$ cat src/rtl/fifo_stream_drain.sv
// Read-side drain stage: turns a fixed-latency FIFO pop interface into a
// valid/ready stream, issuing reads against credits and flagging protocol errors.
module fifo_stream_drain #(
  parameter int DATA_WIDTH = 8,
  parameter int RD_LATENCY = 1,
  parameter int ERR_WIDTH  = 8
) (
  input  logic                  clk,
  input  logic                  rst_n,
  input  logic                  fifo_empty,
  output logic                  fifo_re,
  input  logic [DATA_WIDTH-1:0] fifo_data,
  input  logic                  fifo_data_valid,
  output logic                  m_valid,
  input  logic                  m_ready,
  output logic [DATA_WIDTH-1:0] m_data,
  output logic                  err_missing,
  output logic                  err_unexpected,
  output logic [ERR_WIDTH-1:0]  err_count
);

  localparam int BUF_DEPTH = RD_LATENCY + 1;
  localparam int PTR_W     = $clog2(BUF_DEPTH);
  localparam int CNT_W     = $clog2(BUF_DEPTH + 1);
  localparam int OCC_W     = CNT_W + 1;

  logic [RD_LATENCY-1:0] issue_q, issue_d;
  logic [CNT_W-1:0]      count_q, count_d;
  logic [PTR_W-1:0]      wr_ptr_q, wr_ptr_d;
  logic [PTR_W-1:0]      rd_ptr_q, rd_ptr_d;
  logic                  missing_q, missing_d;
  logic                  unexp_q, unexp_d;
  logic [ERR_WIDTH-1:0]  err_cnt_q, err_cnt_d;
  logic [DATA_WIDTH-1:0] mem_q [BUF_DEPTH];

  logic             ret_slot;
  logic             push;
  logic             pop;
  logic             missing_ev;
  logic             unexp_ev;
  logic [OCC_W-1:0] inflight;
  logic [OCC_W-1:0] occupancy;

  assign ret_slot = issue_q[RD_LATENCY-1];
  assign m_valid  = (count_q != '0);
  assign pop      = m_valid & m_ready;
  assign push     = ret_slot & fifo_data_valid;
  assign m_data   = m_valid ? mem_q[rd_ptr_q] : '0;

  assign missing_ev = ret_slot & ~fifo_data_valid;
  assign unexp_ev   = ~ret_slot & fifo_data_valid;

  assign err_missing    = missing_q;
  assign err_unexpected = unexp_q;
  assign err_count      = err_cnt_q;

  // Credits: beats already buffered plus reads still in the memory pipeline,
  // less the beat leaving this cycle, must stay below the buffer depth.
  always_comb begin
    inflight = '0;
    for (int i = 0; i < RD_LATENCY; i++) begin
      inflight = inflight + OCC_W'(issue_q[i]);
    end
  end

  // pop implies count_q >= 1, so the subtraction never underflows.
  assign occupancy = OCC_W'(count_q) + inflight - OCC_W'(pop);
  assign fifo_re   = rst_n & ~fifo_empty & (occupancy < OCC_W'(BUF_DEPTH));

  // NOTE: every always_comb output gets a default first so no path leaves it
  // unassigned; otherwise synthesis infers a latch.
  always_comb begin
    issue_d   = (issue_q << 1) | RD_LATENCY'(fifo_re);
    count_d   = count_q + CNT_W'(push) - CNT_W'(pop);
    wr_ptr_d  = wr_ptr_q;
    rd_ptr_d  = rd_ptr_q;
    missing_d = missing_q | missing_ev;
    unexp_d   = unexp_q | unexp_ev;
    err_cnt_d = err_cnt_q;

    if (push) begin
      wr_ptr_d = (wr_ptr_q == PTR_W'(BUF_DEPTH - 1)) ? '0 : wr_ptr_q + 1'b1;
    end
    if (pop) begin
      rd_ptr_d = (rd_ptr_q == PTR_W'(BUF_DEPTH - 1)) ? '0 : rd_ptr_q + 1'b1;
    end
    // The two error events are mutually exclusive, so one increment covers both.
    if ((missing_ev || unexp_ev) && (err_cnt_q != '1)) begin
      err_cnt_d = err_cnt_q + 1'b1;
    end
  end

  // NOTE: state registers use non-blocking assignments so every flop samples
  // the pre-edge values regardless of block evaluation order.
  always_ff @(posedge clk or negedge rst_n) begin
    if (!rst_n) begin
      issue_q   <= '0;
      count_q   <= '0;
      wr_ptr_q  <= '0;
      rd_ptr_q  <= '0;
      missing_q <= 1'b0;
      unexp_q   <= 1'b0;
      err_cnt_q <= '0;
    end else begin
      issue_q   <= issue_d;
      count_q   <= count_d;
      wr_ptr_q  <= wr_ptr_d;
      rd_ptr_q  <= rd_ptr_d;
      missing_q <= missing_d;
      unexp_q   <= unexp_d;
      err_cnt_q <= err_cnt_d;
    end
  end

  // NOTE: buffer storage is not reset; count_q gates visibility, and m_data is
  // forced to zero while the buffer is empty.
  always_ff @(posedge clk) begin
    if (push) begin
      mem_q[wr_ptr_q] <= fifo_data;
    end
  end

endmodule

$ cat config.mk
export PLATFORM = sky130hd
export DESIGN_NAME = fifo_stream_drain
export DESIGN_NICKNAME = d
export VERILOG_FILES = /design/src/rtl/fifo_stream_drain.sv
export SDC_FILE = /design/constraint.sdc
export NUM_CORES = 1
export LEC_CHECK = 0
export BUFFER_PORTS_ARGS = -buffer_cell sky130_fd_sc_hd__buf_2
export CAP_MARGIN = 30
export CELL_PAD_IN_SITES_DETAIL_PLACEMENT = 1
export CELL_PAD_IN_SITES_GLOBAL_PLACEMENT = 2
export CORE_ASPECT_RATIO = 0.8
export CORE_MARGIN = 4
export CORE_UTILIZATION = 37
export DETAILED_ROUTE_END_ITERATION = 10
export GPL_ROUTABILITY_DRIVEN = 0
export GPL_TIMING_DRIVEN = 0
export PLACE_DENSITY_LB_ADDON = 0.25
export SKIP_LAST_GASP = 1
export SYNTH_ARGS = -nofsm -noshare
export SYNTH_HDL_FRONTEND = slang
export SYNTH_SLANG_ARGS = --single-unit
$ cat constraint.sdc
create_clock -name clk -period 5.5 [get_ports clk]
set_clock_uncertainty 0.15 [all_clocks]
set_input_delay 0.275 -clock clk [delete_from_list [all_inputs] [get_ports clk]]
set_output_delay 0.275 -clock clk [all_outputs]
set_load 0.01 [all_outputs]
==> summary.txt, run 1 <==
Overflow after GRT: 0
Sequential power share: 0.400
Max_cap viols: 0
Boundary pin count: 33
Fmax: 393 MHz
Worst EP arrival: 2.12 ns
Post-synthesis register bit count: 31
Yosys warnings: 0
Crit-path slowest cell: dfrtp_1
GRT Total Usage: 0.138
Final instance area: 0.00174 mm^2
Final ANT Viol Nets: 0
Pwr/cell area: 526 mW/mm^2
Initial core utilization: 0.396
Sw Pwr: 330 uW
Hold WS: 0.0102 ns
Cells along the critical path: nand2_1 > nor2_1 > o21ai_0 > fa_1 > xor2_1 > nor3_1 > buf_2
Number of enable flip-flop cells after synthesis: 16
Placed cell count: 178
First-pass GRT wire length: 5050 um
Syn Area/Cell: 13.5 um^2
Synth unique cells: 30
PortBufs: 32
Peak supply drop: 0.228 mV
Setup ws final: 2.96 ns
WP data required: 5.08 ns
Gate power share: 0.353
CTS root buf: clkbuf_8
CTS tree: done
Via density: 5.06
DIE WIDTH: 76.9 um
Vias post-DR: 946
Outcome: complete, no violations
CP max stage delay: 0.49 ns
Top cells by area, synth: edfxtp_1 34%, dfrtp_1 27%, mux2i_1 6.4%
Post-synthesis cell area: 0.00140 mm^2
Initial antenna violation count: 0
TritonCTS buffer count: 5
Drt first pass iters: 3
RSZ-0062 raised after global routing: false
Total leakage power: 0.772 nW
Critical path type: flip-flop to output pin
Core area: 0.00354 mm^2
Critical path peak fanout: 7
DP Worst Slack: 3.23 ns
Cell Rows: 19
Reg2reg path depth: 4
Sw Share: 0.361
Final Hold Viols: 0
Final setup viols: 0
Area leader, netlist: edfxtp_1
Yosys top cell area share: 0.342
Die Y-Extent: 63.1 um
Tightest Hold Check Type: input pin to flip-flop
CTS clk-pin slew, worst paths: 0.06 ns
Crit path buf inv count: 1
Pint: 585 uW
Drc violations: 0
Post-Syn Nets: 123
Post-placement cell area: 0.00162 mm^2
Clk sinks: 31
Vias in the first global route: 1039
Post-Route Setup TNS: 0 ns
Share of post-route cells with drive strength above 1: 0.345
Wire per inst: 16.0 um
Worst Setup Start Kind: flip-flop
DIE AREA: 0.00485 mm^2
Worst setup EP type: output pin
Worst skew pair latency: 0.29 ns
WL final: 2990 um
Seq/Total Area, Yosys: 0.610
Fin cells: 187
Worst-Margin Slew: 0.826 ns
Clock Power Share: 0.247
Relative slew margins: 0.448
Number of H-tree levels: 2
Post-synthesis cell count: 104
CTS max path bufs: 2
Diodes inserted: 0
Max Slew Vio Count: 0
Detailed Route Iter0 Violations: 15
Top delay family on crit path: flip-flops
Nets: 163
CTS resizes: 0
Post-synth ARST share: 0.484
DP Wirelength: 2170 um
Fin crit share: 0.463
Min Tclk post-route: 2.54 ns
Area Overhead vs Synth: 23.9%
Largest net degree at the start of global routing: 17
Cell depth of the worst setup path: 7
Worst Hold Depth: 2
Post-synth top flop: edfxtp_1
-- state kept, by name (all words and copies together), names as in the netlist --
name,flops
err_missing,1
err_count,8
wr_ptr_q,1
count_q,2
err_unexpected,1
issue_q,1
mem_q,16
rd_ptr_q,1
-- cell families (layout without fill, tap and decap cells) --
logic type | Yosys count | after routing | share of synthesized area
simple gates | 33 | 33 | 0.138
compound gates | 10 | 10 | 0.0463
buf+inv | 5 | 46 | 0.0143
mux | 11 | 11 | 0.0829
fa+ha+maj | 6 | 6 | 0.0588
xor+xnor | 8 | 8 | 0.0499
flops | 31 | 31 | 0.610
-- placed cells by master (no fill, tap or decap), types with 2 or more instances in the layout --
cell type / instances
ha_1: 5
nand2_1: 5
o21ai_0: 2
nor2b_1: 2
nor3_1: 2
a21oi_1: 5
clkbuf_8: 5
nor2_1: 11
xnor2_1: 3
dfrtp_1: 15
or2_2: 2
edfxtp_1: 16
inv_1: 4
mux2i_1: 9
buf_2: 33
xor2_1: 5
nand2b_1: 3
-- worst reg2reg max path: cells and delay by family (launching register included) --
family                   cells  cell delay [ns]
adder cells (fa/ha/maj)      1             0.37
multiplexers                 1             0.34
flip-flops                   1             0.42
AND/OR/NAND/NOR              2             0.57
-- power by group through the flow --
stage / Clock, mW / Combinational (mW) / Sequential, mW
after global routing: 0.246 / 0.361 / 0.378
after CTS: 0.234 / 0.332 / 0.367
final: 0.226 / 0.323 / 0.366
after global placement: 0 / 0.316 / 0.364
after floorplan: 0 / 0.202 / 0.371
after detailed placement: 0 / 0.329 / 0.371
-- cell usage after synthesis (all sizes together) (3+ instances only) --
library cell	instances
xor2	5
nand2b	3
dfrtp	15
xnor2	3
mux2i	9
nand2	5
nor3	3
ha	5
nor2	11
inv	4
a21oi	6
edfxtp	16
-- through the flow --
stage | utilization | power (mW)
final | 0.491 | 0.915
after global routing | 0.491 | 0.985
after CTS | 0.491 | 0.932
after detailed placement | 0.456 | 0.700
after global placement | 0.456 | 0.679
after floorplan | - | 0.573
-- repair_timing --
| item | in CTS | in global routing |
|---|---|---|
| buffers inserted | 0 | 0 |
| hold endpoints to repair | 15 | 0 |
| hold buffers | 1 | 0 |
-- metal layers --
layer | GRT usage | share of wire | vias to the layer above
li1 | - | - | 451
met1 | 0.157 | 0.45 | 469
met2 | 0.227 | 0.49 | 22
met3 | 0.0598 | 0.053 | 4
met4 | 0.0543 | 0.011 | 0
met5 | 0 | 0 | -
-- path summary, 6_finish.rpt --
kind                                            endpoint  slack (ns)             startpoint
worst max-delay path                             fifo_re        2.96   count_q[1]$_DFF_PN0_
worst min-delay path                   issue_q$_DFF_PN0_        0.01             fifo_empty
worst max register to register  err_count[7]$_DFFE_PN0P_        3.54      issue_q$_DFF_PN0_
worst min register to register     err_missing$_DFF_PN0_        0.31  err_missing$_DFF_PN0_
max in group asynchronous           wr_ptr_q$_DFFE_PN0P_        4.63                  rst_n
min in group asynchronous       err_count[0]$_DFFE_PN0P_        0.28                  rst_n
-- layout make-up --
class | instances | area [um^2]
buffer | 1 | 5.00
fill | 381 | 1800
sequential | 31 | 856
clock buffer | 5 | 68.8
inverter | 4 | 15.0
timing repair buffer | 33 | 170
tap | 42 | 52.6
clock inverter | 3 | 43.8
multi-input combinational | 68 | 528
(Power assumes the default switching activity.)
==> run 2, diff against run 1 <==
--- a/config.mk
+++ b/config.mk
@@ -11,7 +11,7 @@
 export CELL_PAD_IN_SITES_GLOBAL_PLACEMENT = 2
 export CORE_ASPECT_RATIO = 0.8
 export CORE_MARGIN = 4
-export CORE_UTILIZATION = 37
+export CORE_UTILIZATION = 35
 export DETAILED_ROUTE_END_ITERATION = 10
 export GPL_ROUTABILITY_DRIVEN = 0
 export GPL_TIMING_DRIVEN = 0
==> constraint.sdc (replaced) <==
create_clock -name clk -period 2.35 [get_ports clk]
set_clock_uncertainty 0.15 [all_clocks]
set_input_delay 0.1175 -clock clk [delete_from_list [all_inputs] [get_ports clk]]
set_output_delay 0.1175 -clock clk [all_outputs]
set_load 0.01 [all_outputs]
==> summary.txt, run 2 (same netlist as run 1, synthesis figures left out) <==
Largest net degree at the start of global routing: 17 (unchanged)
Fill cells: 411 (was 381)
Peak supply drop: 0.424 mV (was 0.228 mV)
Detailed Route Iter0 Violations: 26 (was 15)
Worst Setup Start Kind: flip-flop (unchanged)
Initial core utilization: 0.367 (was 0.396)
Final Hold Viols: 0 (unchanged)
Final ANT Viol Nets: 0 (unchanged)
Vias post-DR: 952 (was 946)
Largest reg by FF count: mem_q (unchanged)
Commonest non-fill, non-tap cells in the layout: 33 x buf_2, 16 x edfxtp_1, 13 x dfrtp_1 (was 33 x buf_2, 16 x edfxtp_1, 15 x dfrtp_1)
Critical path type: flip-flop to output pin (unchanged)
Wire per inst: 13.6 um (was 16.0 um)
Worst skew pair latency: 0.27 ns (was 0.29 ns)
Total leakage power: 0.808 nW (was 0.772 nW)
Critical path peak fanout: 5 (was 7)
Max Slew Vio Count: 0 (unchanged)
Core area: 0.00383 mm^2 (was 0.00354 mm^2)
DR top layer: met4 (unchanged)
Hold WS: 0.0635 ns (was 0.0102 ns)
Outcome: complete, no violations (unchanged)
Area Overhead vs Synth: 31.9% (was 23.9%)
Largest register FFs: 16 (unchanged)
Vias in the first global route: 1045 (was 1039)
CTS clk-pin slew, worst paths: 0.06 ns (about the same)
Via density: 4.49 (was 5.06)
Worst EP arrival: 1.93 ns (was 2.12 ns)
WL final: 2880 um (was 2990 um)
Cell Rows: 20 (was 19)
Most common cell after layout, fill and taps aside: buf_2 (unchanged)
Pwr/cell area: 1110 mW/mm^2 (was 526 mW/mm^2)
Tightest Hold Check Type: input pin to flip-flop (unchanged)
Relative slew margins: 0.514 (was 0.448)
Overflow after GRT: 0 (unchanged)
M1 wire length: 1280 um (was 1350 um)
Diodes inserted: 0 (unchanged)
Fmax: 455 MHz
Clk sinks: 31 (unchanged)
Met3 wire len: 126 um (was 158 um)
CTS root buf: clkbuf_8 (unchanged)
Drt first pass iters: 4 (was 3)
Max_cap viols: 0 (unchanged)
Worst setup EP type: output pin (unchanged)
GRT Total Usage: 0.128 (was 0.138)
WP data required: 2.08 ns (was 5.08 ns)
Placed cell count: 191 (was 178)
Number of H-tree levels: 2 (unchanged)
CTS max path bufs: 2 (unchanged)
Nets: 175 (was 163)
RSZ-0062 raised after global routing: false (unchanged)
Total power: 2.06 mW (was 915 uW)
PortBufs: 32 (unchanged)
Drc violations: 0 (unchanged)
Worst-Margin Slew: 0.728 ns (was 0.826 ns)
Initial antenna violation count: 0 (unchanged)
Share of post-route cells with drive strength above 1: 0.350 (was 0.345)
Min Tclk post-route: 2.20 ns
TritonCTS buffer count: 5 (unchanged)
Final setup viols: 0 (unchanged)
Post-Route Setup TNS: 0 ns (unchanged)
Routed met2 length: 1450 um (about the same)
CTS tree: done (unchanged)
Fin crit share: 0.935
Die Y-Extent: 64.6 um (was 63.1 um)
DP Wirelength: 2040 um (was 2170 um)
First-pass GRT wire length: 4910 um (was 5050 um)
Fin cells: 212 (was 187)
Boundary pin count: 33 (unchanged)
DIE WIDTH: 78.8 um (was 76.9 um)
DIE AREA: 0.00509 mm^2 (was 0.00485 mm^2)
[run 2: cell types whose count changed in the layout (fill, tap and decap cells not counted), sizes merged]
cell | previous run | this run
dlygate4sd3 | 1 | 10
buf | 33 | 36
clkbuf | 5 | 7
bufinv | 1 | 0
clkinv | 2 | 1
[run 2: final cells by class]
| type | count | area [um^2] | share of cell area |
|---|---|---|---|
| tap | 55 | 68.8 | 0.0372 |
| sequential | 31 | 858 | 0.464 |
| buffer | 1 | 5.00 | 0.00270 |
| clock inverter | 1 | 5.00 | 0.00270 |
| inverter | 4 | 15.0 | 0.00811 |
| timing repair buffer | 45 | 283 | 0.153 |
| clock buffer | 7 | 76.3 | 0.0412 |
| multi-input combinational | 68 | 541 | 0.292 |
[run 2: path summary, 6_finish.rpt]
path	slack, ns	endpoint	depth (start not counted)	startpoint
worst max-delay path	0.15	fifo_re	6	count_q[0]$_DFF_PN0_
worst min-delay path	0.06	err_unexpected$_DFF_PN0_	3	fifo_data_valid
worst min register to register	0.31	err_missing$_DFF_PN0_	1	err_missing$_DFF_PN0_
min in group asynchronous	0.14	err_count[1]$_DFFE_PN0P_	2	rst_n
worst max register to register	0.47	err_count[7]$_DFFE_PN0P_	4	issue_q$_DFF_PN0_
max in group asynchronous	1.63	count_q[1]$_DFF_PN0_	2	rst_n
[run 2: per-layer routing]
metal / up-vias / track usage
li1: 474 / -
met1: 455 / 0.156
met2: 19 / 0.209
met3: 4 / 0.0444
met4: 0 / 0.0524
met5: - / 0
[run 2: timing repair]
item,4_1_cts,5_1_grt
pin swaps,0,1
setup buffers,1,2
endpoints found under the hold margin,32,0
resized for setup,2,4
hold buffers,10,0
setup endpoints to repair,1,1
[run 2: through the flow]
stage | instance area (um^2) | setup WS [ns] | util
detailed placement | 1630 | 0.205 | 0.426
global route | 1850 | 0.0250 | 0.484
global placement | 1630 | 0.338 | 0.426
floorplan | 1400 | 0.400 | -
finish | 1850 | 0.152 | 0.484
CTS | 1830 | 0.0272 | 0.477
[run 2: critical path, cell delays in order, from the launching register on]
cell and delay, ns:
dfrtp_2 0.45, nor2_4 0.14, o21ai_1 0.10, fa_1 0.50, nand2_1 0.07, nor3_2 0.23, buf_2 0.16
[run 2: where the power goes]
part	internal [mW]	total (mW)	switching [mW]
Combinational	0.391	0.825	0.433
Clock	0.207	0.391	0.184
Sequential	0.709	0.847	0.138
Total	1.31	2.06	0.755
==> run 3, diff against run 2 <==
--- a/config.mk
+++ b/config.mk
@@ -5,13 +5,14 @@
 export SDC_FILE = /design/constraint.sdc
 export NUM_CORES = 1
 export LEC_CHECK = 0
+export ABC_AREA = 1
 export BUFFER_PORTS_ARGS = -buffer_cell sky130_fd_sc_hd__buf_2
 export CAP_MARGIN = 30
 export CELL_PAD_IN_SITES_DETAIL_PLACEMENT = 1
 export CELL_PAD_IN_SITES_GLOBAL_PLACEMENT = 2
 export CORE_ASPECT_RATIO = 0.8
 export CORE_MARGIN = 4
-export CORE_UTILIZATION = 35
+export CORE_UTILIZATION = 32
 export DETAILED_ROUTE_END_ITERATION = 10
 export GPL_ROUTABILITY_DRIVEN = 0
 export GPL_TIMING_DRIVEN = 0
==> summary.txt, run 3 <==
Outcome: complete, no violations (unchanged)
Most common cell after layout, fill and taps aside: nand2_1 (was buf_2)
Tightest Hold Check Type: input pin to flip-flop (unchanged)
Number of enable flip-flop cells after synthesis: 16 (unchanged)
Vias in the first global route: 1220 (was 1045)
Final Hold Viols: 0 (unchanged)
Worst EP arrival: 1.99 ns (was 1.93 ns)
Clk sinks: 31 (unchanged)
Worst skew pair latency: 0.28 ns (was 0.27 ns)
Fill cells: 491 (was 411)
Syn Area/Cell: 10.0 um^2 (was 13.5 um^2)
Nets: 218 (was 175)
Post-Syn Nets: 165 (was 123)
Diodes inserted: 0 (unchanged)
Largest register FFs: 16 (unchanged)
Cells along the critical path: nor2_2 > nor2_2 > nand2_2 > o21ai_2 > nand2_1 > fa_1 > nand2_1 > nor3_2 > buf_2 (was nor2_4 > o21ai_1 > fa_1 > nand2_1 > nor3_2 > buf_2)
Boundary pin count: 33 (unchanged)
Max Slew Vio Count: 0 (unchanged)
Number of H-tree levels: 2 (unchanged)
Post-synthesis cell count: 146 (was 104)
Seq/Total Area, Yosys: 0.586 (was 0.610)
Reg2reg path depth: 9 (was 4)
WP data required: 2.08 ns (about the same)
Final ANT Viol Nets: 0 (unchanged)
FF-to-FF Start: count_q[1]$_DFF_PN0_ (was issue_q$_DFF_PN0_)
DIE WIDTH: 83.5 um (was 78.8 um)
Final setup viols: 0 (unchanged)
Relative slew margins: 0.527 (was 0.514)
Initial antenna violation count: 0 (unchanged)
Peak supply drop: 0.466 mV (was 0.424 mV)
Post-synth ARST share: 0.484 (unchanged)
Final core occ: 0.455 (was 0.484)
Largest net degree at the start of global routing: 17 (unchanged)
CTS root buf: clkbuf_8 (unchanged)
Commonest non-fill, non-tap cells in the layout: 49 x nand2_1, 34 x buf_2, 16 x edfxtp_1 (was 33 x buf_2, 16 x edfxtp_1, 13 x dfrtp_1)
Top cells by area, synth: edfxtp_1 33%, dfrtp_1 26%, nand2_1 13% (was edfxtp_1 34%, dfrtp_1 27%, mux2i_1 6.4%)
Post-synthesis register bit count: 31 (unchanged)
Hold endpoint: err_unexpected$_DFF_PN0_ (unchanged)
GRT Total Usage: 0.129 (was 0.128)
Post-synth top flop: edfxtp_1 (unchanged)
Worst setup EP type: output pin (unchanged)
CP max stage delay: 0.48 ns (was 0.50 ns)
Vias post-DR: 1117 (was 952)
Drc violations: 0 (unchanged)
Fmax: 444 MHz (was 455 MHz)
Via density: 4.35 (was 4.49)
DP Worst Slack: 0.0980 ns (was 0.205 ns)
CTS max path bufs: 2 (unchanged)
CTS clk-pin slew, worst paths: 0.06 ns (about the same)
Core area: 0.00428 mm^2 (was 0.00383 mm^2)
DP Wirelength: 2350 um (was 2040 um)
Fin crit share: 0.959 (was 0.935)
Die Y-Extent: 68.4 um (was 64.6 um)
Share of post-route cells with drive strength above 1: 0.315 (was 0.350)
Initial core utilization: 0.341 (was 0.367)
Cell Rows: 21 (was 20)
Top delay family on crit path: simple AND/OR/NAND/NOR gates (was adder cells)
WL final: 3230 um (was 2880 um)
PortBufs: 32 (unchanged)
Area Overhead vs Synth: 33.3% (was 31.9%)
Area leader, netlist: edfxtp_1 (unchanged)
Synth unique cells: 23 (was 30)
Drt first pass iters: 3 (was 4)
Internal reg-to-reg setup slack: 0.46 ns (was 0.47 ns)
Worst-Margin Slew: 0.708 ns (was 0.728 ns)
Count leader, synth: nand2_1 (was edfxtp_1)
Yosys top cell area share: 0.329 (was 0.342)
Pwr/cell area: 1080 mW/mm^2 (was 1110 mW/mm^2)
Max_cap viols: 0 (unchanged)
Hold path start: fifo_data_valid (unchanged)
First-pass GRT wire length: 5610 um (was 4910 um)
RSZ-0062 raised after global routing: true (was false)
Largest reg by FF count: mem_q (unchanged)
R2r endpoint: issue_q$_DFF_PN0_ (was err_count[7]$_DFFE_PN0P_)
Overflow after GRT: 0 (unchanged)
Critical path type: flip-flop to output pin (unchanged)
Crit path buf inv count: 1 (unchanged)
Wire per inst: 12.5 um (was 13.6 um)
Crit-path slowest cell: fa_1 (unchanged)
CTS tree: done (unchanged)
Post-synth top cells: 50 x nand2_1, 16 x edfxtp_1, 15 x dfrtp_1 (was 16 x edfxtp_1, 15 x dfrtp_1, 11 x nor2_1)
DIE AREA: 0.00571 mm^2 (was 0.00509 mm^2)
Worst Setup Start Kind: flip-flop (unchanged)
Yosys warnings: 0 (unchanged)
Min Tclk post-route: 2.25 ns (was 2.20 ns)
Critical path peak fanout: 4 (was 5)
Detailed Route Iter0 Violations: 56 (was 26)
Setup ws final: 0.0958 ns (was 0.152 ns)
TritonCTS buffer count: 5 (unchanged)
Total leakage power: 0.914 nW (was 0.808 nW)
Post-synthesis cell area: 0.00146 mm^2 (was 0.00140 mm^2)
Worst Hold Depth: 3 (unchanged)
[run 3: changes by cell type in the layout (fill, tap and decap cells not counted), sizes merged, moves of 3 or more]
| cell | before | now |
|---|---|---|
| nand2b | 3 | 0 |
| inv | 4 | 16 |
| nand2 | 5 | 54 |
| mux2i | 9 | 0 |
[run 3: how the worst max path moves through the flow]
stage	from	to	depth (start not counted)
after floorplan	count_q[1]$_DFF_PN0_	issue_q$_DFF_PN0_	8
after global placement	count_q[1]$_DFF_PN0_	fifo_re	9
after detailed placement	count_q[1]$_DFF_PN0_	fifo_re	9
after CTS	count_q[1]$_DFF_PN0_	fifo_re	9
after global routing	count_q[1]$_DFF_PN0_	fifo_re	9
final	count_q[1]$_DFF_PN0_	fifo_re	9
[run 3: final cells by class]
class,count,area [um^2],area share
multi-input cells,97,551,0.283
clock buffers,5,68.8,0.0353
clock inverters,3,38.8,0.0199
repair buffers,46,290,0.149
inverters,16,60.1,0.0308
well taps,57,71.3,0.0366
plain buffers,2,10.0,0.00514
flip-flops and latches,31,857,0.440
[run 3: where the power goes]
group          leakage, nW  internal [mW]  switching (mW)
logic                0.536          0.338           0.472
clock network       0.0556          0.310           0.191
registers            0.322          0.685           0.107
[run 3: worst min-delay path, stage by stage]
cell	delay [ns]
buf_2	0.10
ha_1	0.13
or2_2	0.09
[run 3: what timing repair did]
action                                 4_1_cts  5_1_grt
resized for setup                            3        3
pin swaps                                    1        2
hold buffers                                10        0
endpoints found under the hold margin       32        0
setup endpoints to repair                    1        1
gates cloned                                 0        0
setup buffers                                1        3
[run 3: metal layers]
layer / vias up / GRT usage / wire [um]
met3: 5 / 0.0457 / 176
met1: 522 / 0.154 / 1460
met4: 0 / 0.0602 / 51
met2: 24 / 0.213 / 1540
met5: - / 0 / 0
li1: 566 / - / -
[run 3: per-stage QoR]
step | setup TNS [ns] | hold slack, ns | instances | power (mW) | area (um^2)
after global routing | -0.0388 | 0.0724 | 257 | 2.28 | 1950
after detailed placement | 0 | -0.0912 | 235 | 1.55 | 1690
final | 0 | 0.0474 | 257 | 2.10 | 1950
after CTS | 0 | 0.0406 | 254 | 2.10 | 1920
after floorplan | 0 | -0.328 | 146 | 1.27 | 1460
after global placement | 0 | -0.0932 | 235 | 1.51 | 1690
[run 3: cells by family (layout without fill, tap and decap cells)]
kind of cell / after synthesis / count (layout) / synth area share
AOI/OAI and AO/OA: 12 / 12 / 0.0411
and+or+nand+nor: 72 / 72 / 0.226
xor gates and xnor gates: 7 / 7 / 0.0420
buffers and inverters: 18 / 72 / 0.0480
adders and majority gates: 6 / 6 / 0.0566
DFF: 31 / 31 / 0.586
